--- config.mk ---
export PLATFORM = sky130hd
export DESIGN_NAME = counter_timer_arbiter
export DESIGN_NICKNAME = d
export VERILOG_FILES = /design/src/rtl/counter_timer_arbiter.sv
export SDC_FILE = /design/constraint.sdc
export NUM_CORES = 1
export LEC_CHECK = 0
export ABC_AREA = 1
export CORE_MARGIN = 4
export CORE_UTILIZATION = 23
export DETAILED_ROUTE_END_ITERATION = 10
export PLACE_DENSITY = 0.47
export RECOVER_POWER = 50
export SYNTH_ARGS = -nofsm -noshare
export SYNTH_HDL_FRONTEND = slang
export SYNTH_SLANG_ARGS = --single-unit
export TNS_END_PERCENT = 10
--- constraint.sdc ---
create_clock -name clk -period 4.35 [get_ports clk]
set_clock_uncertainty 0.1 [all_clocks]
set_input_delay 1.305 -clock clk [delete_from_list [all_inputs] [get_ports clk]]
set_output_delay 1.305 -clock clk [all_outputs]
set_load 0.005 [all_outputs]
--- src/rtl/counter_timer_arbiter.sv ---
// counter_timer_arbiter: round-robin arbiter timing intervals on a shared counter; CTR_ARB_ABORT_EN adds abort/aborted
module counter_timer_arbiter #(
   parameter int NREQ = 4,
   parameter int CW   = 4
) (
   input  logic               clk,
   input  logic               R,
   input  logic [NREQ-1:0]    req,
   input  logic [NREQ*CW-1:0] len,
   output logic [NREQ-1:0]    gnt,
   output logic               done,
   output logic               busy,
   output logic               ctr_rst,
   input  logic [CW-1:0]      ctr_val
`ifdef CTR_ARB_ABORT_EN
   ,
   input  logic               abort,
   output logic               aborted
`endif
);
   localparam int PW = (NREQ > 1) ? $clog2(NREQ) : 1;
   typedef enum logic [1:0] {IDLE, CLEAR, RUN, DONE} state_t;
   state_t r_state, w_next;
   logic [NREQ-1:0] r_gnt;
   logic [CW-1:0] r_len_q, w_len;
   logic [PW-1:0] r_rr_ptr, w_win;
   logic w_any, w_abt, r_abt;
   int w_best;
`ifdef CTR_ARB_ABORT_EN
   assign w_abt   = abort;
   assign aborted = (r_state == DONE) && r_abt;
`else
   assign w_abt = 1'b0;
`endif
   assign gnt     = r_gnt;
   assign busy    = r_state != IDLE;
   assign ctr_rst = r_state != RUN;
   assign done    = (r_state == DONE) && !r_abt;
   // round-robin winner: set request at the smallest distance after r_rr_ptr
   always_comb begin
      w_any  = |req;
      w_win  = r_rr_ptr;
      w_len  = '0;
      w_best = NREQ;
      for (int j = 0; j < NREQ; j++)
         if (req[j] && ((j + NREQ - 1 - int'(r_rr_ptr)) % NREQ) < w_best) begin
            w_best = (j + NREQ - 1 - int'(r_rr_ptr)) % NREQ;
            w_win  = PW'(j);
            w_len  = len[j*CW +: CW];
         end
   end
   // next state; an abort in RUN takes precedence over the length compare
   always_comb begin
      w_next = (r_state == IDLE)  ? (w_any ? CLEAR : IDLE) :
               (r_state == CLEAR) ? RUN :
               (r_state == RUN)   ? ((w_abt || ctr_val >= r_len_q) ? DONE : RUN) :
                                    IDLE;
   end
   // state register
   always_ff @(posedge clk) begin
      r_state <= R ? IDLE : w_next;
   end
   // grant, latched length, rotation pointer and abort marker
   always_ff @(posedge clk) begin
      if (R) begin
         r_gnt    <= '0;
         r_len_q  <= '0;
         r_rr_ptr <= PW'(NREQ - 1);
         r_abt    <= 1'b0;
      end else begin
         if (r_state == IDLE && w_any) begin
            r_gnt    <= NREQ'(1) << w_win;
            r_len_q  <= w_len;
            r_rr_ptr <= w_win;
         end else if (r_state == DONE)
            r_gnt <= '0;
         r_abt <= (r_state == RUN) && w_abt;
      end
   end
endmodule
==> results of run 1 <==
## critical path, cell delays in order
cell	delay [ps]
sky130_fd_sc_hd__clkdlybuf4s50_1	470
sky130_fd_sc_hd__nand2_1	70
sky130_fd_sc_hd__ha_1	290
sky130_fd_sc_hd__nand3_2	90
sky130_fd_sc_hd__nand3_2	80
sky130_fd_sc_hd__o21ai_1	210
sky130_fd_sc_hd__ha_1	260
sky130_fd_sc_hd__inv_1	50
sky130_fd_sc_hd__nor2_1	40
sky130_fd_sc_hd__nand2_1	70
sky130_fd_sc_hd__nand3_2	70
sky130_fd_sc_hd__nand2_1	60
sky130_fd_sc_hd__o21ai_0	80
sky130_fd_sc_hd__ha_1	280
sky130_fd_sc_hd__inv_1	30
sky130_fd_sc_hd__nor2_1	180
sky130_fd_sc_hd__nand2_4	80
sky130_fd_sc_hd__nand3_4	100
sky130_fd_sc_hd__nand2_1	70
sky130_fd_sc_hd__a21oi_1	120
sky130_fd_sc_hd__o21ai_1	80
## worst paths after layout
path | end | cells after the start
setup / recovery | r_rr_ptr[0] | 21
hold / removal | gnt[0] | 2
setup reg to reg | r_rr_ptr[0] | 21
hold reg to reg | gnt[0] | 2
## Yosys cell counts, types with 2 or more instances
master and n:
sky130_fd_sc_hd__nand2_1 33, sky130_fd_sc_hd__nand2_4 2, sky130_fd_sc_hd__nand4_1 8, sky130_fd_sc_hd__ha_1 11, sky130_fd_sc_hd__inv_2 4, sky130_fd_sc_hd__nand3_2 3, sky130_fd_sc_hd__nor2_1 2, sky130_fd_sc_hd__inv_1 29
sky130_fd_sc_hd__a21oi_1 10, sky130_fd_sc_hd__o21a_1 2, sky130_fd_sc_hd__o21ai_0 8, sky130_fd_sc_hd__buf_6 2, sky130_fd_sc_hd__o21ai_1 4, sky130_fd_sc_hd__dfxtp_1 12, sky130_fd_sc_hd__nor2_4 2, sky130_fd_sc_hd__nand2_2 3
sky130_fd_sc_hd__nand3_1 8
## cell type report
cell class	instances	area (um2)
flip-flops and latches	12	240
well taps	52	65.1
clock buffers	4	55.1
inverters	33	124
fillers	491	2880
repair buffers	38	365
multi-input cells	104	656
## registers in the layout, summed over array words and instances (netlist names)
signal and count:
gnt 4, r_len_q 4, r_rr_ptr 2, r_state 2
## placed cells by master (no fill, tap or decap)
master	netlist	final
sky130_fd_sc_hd__dlygate4sd3_1	0	8
sky130_fd_sc_hd__a21oi_1	10	10
sky130_fd_sc_hd__nor2_4	2	2
sky130_fd_sc_hd__nand2_1	33	33
sky130_fd_sc_hd__nor2_2	1	1
sky130_fd_sc_hd__a21oi_2	1	1
sky130_fd_sc_hd__clkbuf_8	0	4
sky130_fd_sc_hd__dfxtp_1	12	12
sky130_fd_sc_hd__ha_1	11	11
sky130_fd_sc_hd__nor3b_1	1	1
sky130_fd_sc_hd__nand2_2	3	3
sky130_fd_sc_hd__o21ai_1	4	5
sky130_fd_sc_hd__nand2_4	2	2
sky130_fd_sc_hd__buf_4	1	6
sky130_fd_sc_hd__clkdlybuf4s50_1	0	24
sky130_fd_sc_hd__inv_1	29	29
sky130_fd_sc_hd__o21a_1	2	2
sky130_fd_sc_hd__nand3_4	1	1
sky130_fd_sc_hd__nor2_1	2	2
sky130_fd_sc_hd__nand3_2	3	3
sky130_fd_sc_hd__o21ai_4	1	1
sky130_fd_sc_hd__a21boi_0	1	1
sky130_fd_sc_hd__nand4_1	8	8
sky130_fd_sc_hd__o21ai_0	8	7
sky130_fd_sc_hd__xnor2_1	1	1
sky130_fd_sc_hd__nand3_1	8	8
sky130_fd_sc_hd__inv_2	4	4
sky130_fd_sc_hd__nor3_1	1	1
## power by group
group          internal, mW  switching [mW]
Combinational         0.173           0.202
Clock                0.0798          0.0403
Sequential            0.136          0.0170
## metrics by stage
step                      area, um2  setup TNS, ps
final                          1510              0
after global routing           1510              0
after CTS                      1510              0
after detailed placement       1450           -483
after global placement         1450          -12.1
after floorplan                1050              0
## cell families (layout without fill, tap and decap cells)
group | after synthesis | in the layout | synth area share
adders and majority gates | 11 | 11 | 0.131
AOI/OAI and AO/OA | 27 | 27 | 0.150
and+or+nand+nor | 65 | 65 | 0.334
xor gates and xnor gates | 1 | 1 | 0.00832
buffers and inverters | 37 | 75 | 0.150
DFF | 12 | 12 | 0.228
## per-layer routing
layer,track usage,vias to the layer above
met1,0.115,413
met3,0.0237,2
met4,0.0233,0
li1,-,568
met2,0.131,26
met5,0,-
## what timing repair did
| item | in CTS | in global routing |
|---|---|---|
| endpoints found under the setup margin | 0 | 10 |
| hold buffers | 0 | 0 |
| resized for setup | 0 | 1 |
==> metrics, run 1 <==
leading register cell type out of synthesis sky130_fd_sc_hd__dfxtp_1; detailed-placement wirelength estimate 2000 um; met3 wirelength from detailed routing 184 um; antenna violations before repair 0; Clock H-tree levels 1; crit path kind in2reg; Data arrival, critical path 4090 ps; final core utilization 0.343; share of post-route cells with drive strength above 1 0.147; slack of the worst reg-to-reg path 1180 ps; maximum fanout along the worst path 10; start of the worst register-to-register path r_rr_ptr[0]; Worst VDD drop 0.000106 V; maximum number of pins on one net before global-route repair 14; overall routed net length 2340 um; Max Cap Violations 0; Metal-1 WL 1170 um; leakage 0.722 nW; Wirelength per Cell 9.63 um; synthesized netlist net count 190; CTS tree done; overall routing resource usage 0.0846; net total in the final layout 229; Warnings, synthesis 0; Area Growth Syn to Fin 42.9%; worst hold path startpoint gnt[0]; number of enable flip-flop cells after synthesis 0; routed length on met2 971 um; Ant. Diodes 0; path category of the worst min-delay check reg2reg; mapped cell area 1050 um2; row count 24; Worst Path Required 4370 ps; number of vias after detailed routing 1,009; Synth top area share 0.228; synthesized instance count 153; DIE AREA 5730 um2; largest area contributor in the synthesized netlist sky130_fd_sc_hd__dfxtp_1; endpoint class of the critical path flop; die boundary height 75.7 um; setup repair bufs after CTS 0; grt total ovfl 0; element type at the critical path start input port; cell area power density 431 nW/um2; synth top area cells sky130_fd_sc_hd__dfxtp_1, sky130_fd_sc_hd__ha_1, sky130_fd_sc_hd__nand2_1, sky130_fd_sc_hd__inv_1, sky130_fd_sc_hd__a21oi_1; register clock-pin slew on the reported worst setup and hold paths 60 ps; critical path startpoint req[0]; starting utilization of the core area 0.240; max-slew violation count 0; drt first pass iters 4; Clock Path Buffers 2; sequential-to-total area share from yosys stat 0.228; Post-synth ARST share 0; DP Worst Slack -71.6 ps; mean number of vias per cell 4.15; count of state elements after synthesis 12; outcome finished clean; Slew @ Worst Pin 463 ps; latest clock arrival within the worst-skew pair 240 ps; final std cells w/o fill 243; Routed Antenna Nets 0; Die W 75.7 um; RSZ-0062 raised after global routing false; vias in the first global route 936; highest achievable clock rate 246 MHz; placed cell count 239; average cell area after synthesis 6.89 um2; Hold Violations, Final 0; total core area 4380 um2; Slew headroom 0.690; top layer in use met4; Min Hold Slack 358 ps; placer's final routability congestion estimate 0.739; global-route wire length before repair 3840 um; initial drt markers 18; fin worst setup slack 288 ps; Tot Pwr 0.649 mW; minimum clock period 4060 ps; total of endpoints with negative setup slack in the final report 0; number of distinct library cells after synthesis 27; final period utilization 0.934; clock buffer count from CTS 3; Sink Count 12; I/O Buffers 32; I/O pin total 33; library cell used as clock root buffer sky130_fd_sc_hd__clkbuf_8; # DRC 0
(Power assumes the default switching activity.)
==> inputs of run 2 (changes only) <==
--- a/config.mk
+++ b/config.mk
@@ -6,6 +6,7 @@
 export NUM_CORES = 1
 export LEC_CHECK = 0
 export ABC_AREA = 1
+export ABC_CLOCK_PERIOD_IN_PS = 4350
 export CORE_MARGIN = 4
 export CORE_UTILIZATION = 23
 export DETAILED_ROUTE_END_ITERATION = 10
==> results of run 2 <==
No change in the layout: final DEF, timing and power equal those of run 1.
==> inputs of run 3 (changes only) <==
--- a/config.mk
+++ b/config.mk
@@ -6,7 +6,7 @@
 export NUM_CORES = 1
 export LEC_CHECK = 0
 export ABC_AREA = 1
-export ABC_CLOCK_PERIOD_IN_PS = 4350
+export ABC_CLOCK_PERIOD_IN_PS = 4100
 export CORE_MARGIN = 4
 export CORE_UTILIZATION = 23
 export DETAILED_ROUTE_END_ITERATION = 10
==> constraint.sdc (replaced) <==
create_clock -name clk -period 4.1 [get_ports clk]
set_clock_uncertainty 0.1 [all_clocks]
set_input_delay 1.23 -clock clk [delete_from_list [all_inputs] [get_ports clk]]
set_output_delay 1.23 -clock clk [all_outputs]
set_load 0.005 [all_outputs]
==> run 3 against run 2 <==
Net effect: register-to-register slack worse by 90 ps; worst hold slack hardly changed; combinational power is 8.8% higher; first-iteration DRC count is 17% lower; power is 8.2% higher; setup slack worse by 27 ps; critical path depth is 1 higher; via count is 2.0% higher; sequential power is 7% higher; clock-buffer cell count stayed put; global-route usage is 0.27 points higher; largest power group unchanged; highest routed layer unchanged.
==> metrics, run 3 (synthesis gave the netlist of run 1 again) <==
most common cell after layout, fill and taps aside sky130_fd_sc_hd__nand2_1; Tot Pwr 0.702 mW; share of power burned in registers 0.232; CTS tree done; category of cells accounting for the largest share of critical-path delay simple AND/OR/NAND/NOR gates; Wirelength per Cell 10.2 um; net total in the final layout 228; number of vias after detailed routing 1,029; maximum fanout along the worst path 6; starting utilization of the core area 0.240; Area Growth Syn to Fin 45.4%; initial drt markers 15; crit path kind in2reg; detailed-placement wirelength estimate 1990 um; Hold Violations, Final 0; power spent charging and discharging nets 0.298 mW; power share of the combinational group 0.581; overall routed net length 2460 um; antenna violations before repair 0; Clock Path Buffers 2; vias in the first global route 969; most frequent cell on the critical path sky130_fd_sc_hd__nand2_1; clock buffer count from CTS 3; register clock-pin slew on the reported worst setup and hold paths 50 ps; leakage 0.721 nW; Max Cap Violations 0; cells traversed along the worst timing path clkdlybuf4s50_1, nand2_2, ha_4, nand3_2, nand3_4, nand2_2, o21ai_2, ha_1, inv_1, nor2_1, nand2_1, nand3_2, nand2_1, o21ai_0, ha_1, inv_1, nor2_2, nand2_4, nand3_4, o21ai_1, nand2_1, a21oi_2; outcome finished clean; total core area 4380 um2; grt total ovfl 0; number of buffer and inverter instances along the worst setup path 3; Clock H-tree levels 1; die boundary height 75.7 um; Routed Antenna Nets 0; Min Hold Slack 359 ps; DIE AREA 5730 um2; highest-count cells in the layout ignoring fill and taps sky130_fd_sc_hd__nand2_1, sky130_fd_sc_hd__inv_1, sky130_fd_sc_hd__clkdlybuf4s50_1; element type at the critical path start input port; I/O pin total 33; total internal power 0.405 mW; drt first pass iters 4; Worst Path Required 4110 ps; Worst VDD drop 0.000144 V; I/O Buffers 32; # DRC 0; RSZ-0062 raised after global routing false; maximum number of pins on one net before global-route repair 14; total of endpoints with negative setup slack in the final report 0; Slew @ Worst Pin 475 ps; clock share of power 0.188; max-slew violation count 0; final period utilization 0.936; delay of the slowest critical-path stage 500 ps; switching part of the total 0.424; mean number of vias per cell 4.25; endpoint class of the critical path flop; path category of the worst min-delay check reg2reg; final core utilization 0.349; library cell used as clock root buffer sky130_fd_sc_hd__clkbuf_8; cell with the biggest individual delay on the critical path sky130_fd_sc_hd__clkdlybuf4s50_1; placer's final routability congestion estimate 0.705; total negative setup slack 0 ps; minimum clock period 3840 ps; Data arrival, critical path 3850 ps; fillcell total 480; Sink Count 12; row count 24; Die W 75.7 um; highest achievable clock rate 260 MHz; global-route wire length before repair 3890 um; overall routing resource usage 0.0873; Ant. Diodes 0; share of post-route cells with drive strength above 1 0.168; Slew headroom 0.683; latest clock arrival within the worst-skew pair 240 ps; cell area power density 458 nW/um2
-- run 3: stage by stage --
stage                     instance area, um2  setup WS, ps  instances
after global placement                  1440          -204        237
after detailed placement                1440          -250        237
after global routing                    1530          9.12        242
final                                   1530           261        242
after CTS                               1490          8.55        241
after floorplan                         1050          84.1        153
-- run 3: final timing paths --
path	cells after the start	start	end	slack, ps
setup reg to reg	22	r_rr_ptr[0]	gnt[3]	1090
setup / recovery	22	req[0]	gnt[3]	260
hold / removal	2	gnt[0]	gnt[0]	360
hold reg to reg	2	gnt[0]	gnt[0]	360
-- run 3: power groups by stage --
stage	Sequential [mW]	Clock, mW	Combinational, mW
final	0.163	0.132	0.408
after global routing	0.167	0.139	0.467
after CTS	0.164	0.136	0.386
after detailed placement	0.166	0	0.385
after global placement	0.166	0	0.383
after floorplan	0.163	0	0.281
-- run 3: worst reg2reg max path, stage by stage (launching register included) --
cell and delay (ps):
sky130_fd_sc_hd__dfxtp_1 430, sky130_fd_sc_hd__xnor2_1 190, sky130_fd_sc_hd__inv_1 130, sky130_fd_sc_hd__ha_4 280, sky130_fd_sc_hd__nand3_2 90, sky130_fd_sc_hd__nand3_4 100, sky130_fd_sc_hd__nand2_2 50, sky130_fd_sc_hd__o21ai_2 60
sky130_fd_sc_hd__ha_1 240, sky130_fd_sc_hd__inv_1 50, sky130_fd_sc_hd__nor2_1 40, sky130_fd_sc_hd__nand2_1 70, sky130_fd_sc_hd__nand3_2 70, sky130_fd_sc_hd__nand2_1 60, sky130_fd_sc_hd__o21ai_0 80, sky130_fd_sc_hd__ha_1 280
sky130_fd_sc_hd__inv_1 40, sky130_fd_sc_hd__nor2_2 120, sky130_fd_sc_hd__nand2_4 100, sky130_fd_sc_hd__nand3_4 80, sky130_fd_sc_hd__o21ai_1 90, sky130_fd_sc_hd__nand2_1 90, sky130_fd_sc_hd__a21oi_2 50
-- run 3: final cells by class --
cell class                 count  area [um2]  share of cell area
inverter                      33         124              0.0809
sequential                    12         240               0.157
multi-input combinational    105         697               0.455
clock buffer                   4        55.1              0.0359
tap                           52        65.1              0.0425
timing repair buffer          36         350               0.229
-- run 3: repair_timing --
item,4_1_cts,5_1_grt
hold buffers,0,0
gates resized for setup,0,7
setup buffers,0,0
setup endpoints to repair,0,10
-- run 3: per-layer routing --
layer,global-route usage,routed length [um],part of all wire,vias to the layer above
li1,-,-,-,570
met1,0.107,1180,0.48,423
met2,0.145,1030,0.42,32
met3,0.0237,207,0.084,4
met4,0.0350,42,0.017,0
met5,0,0,0,-
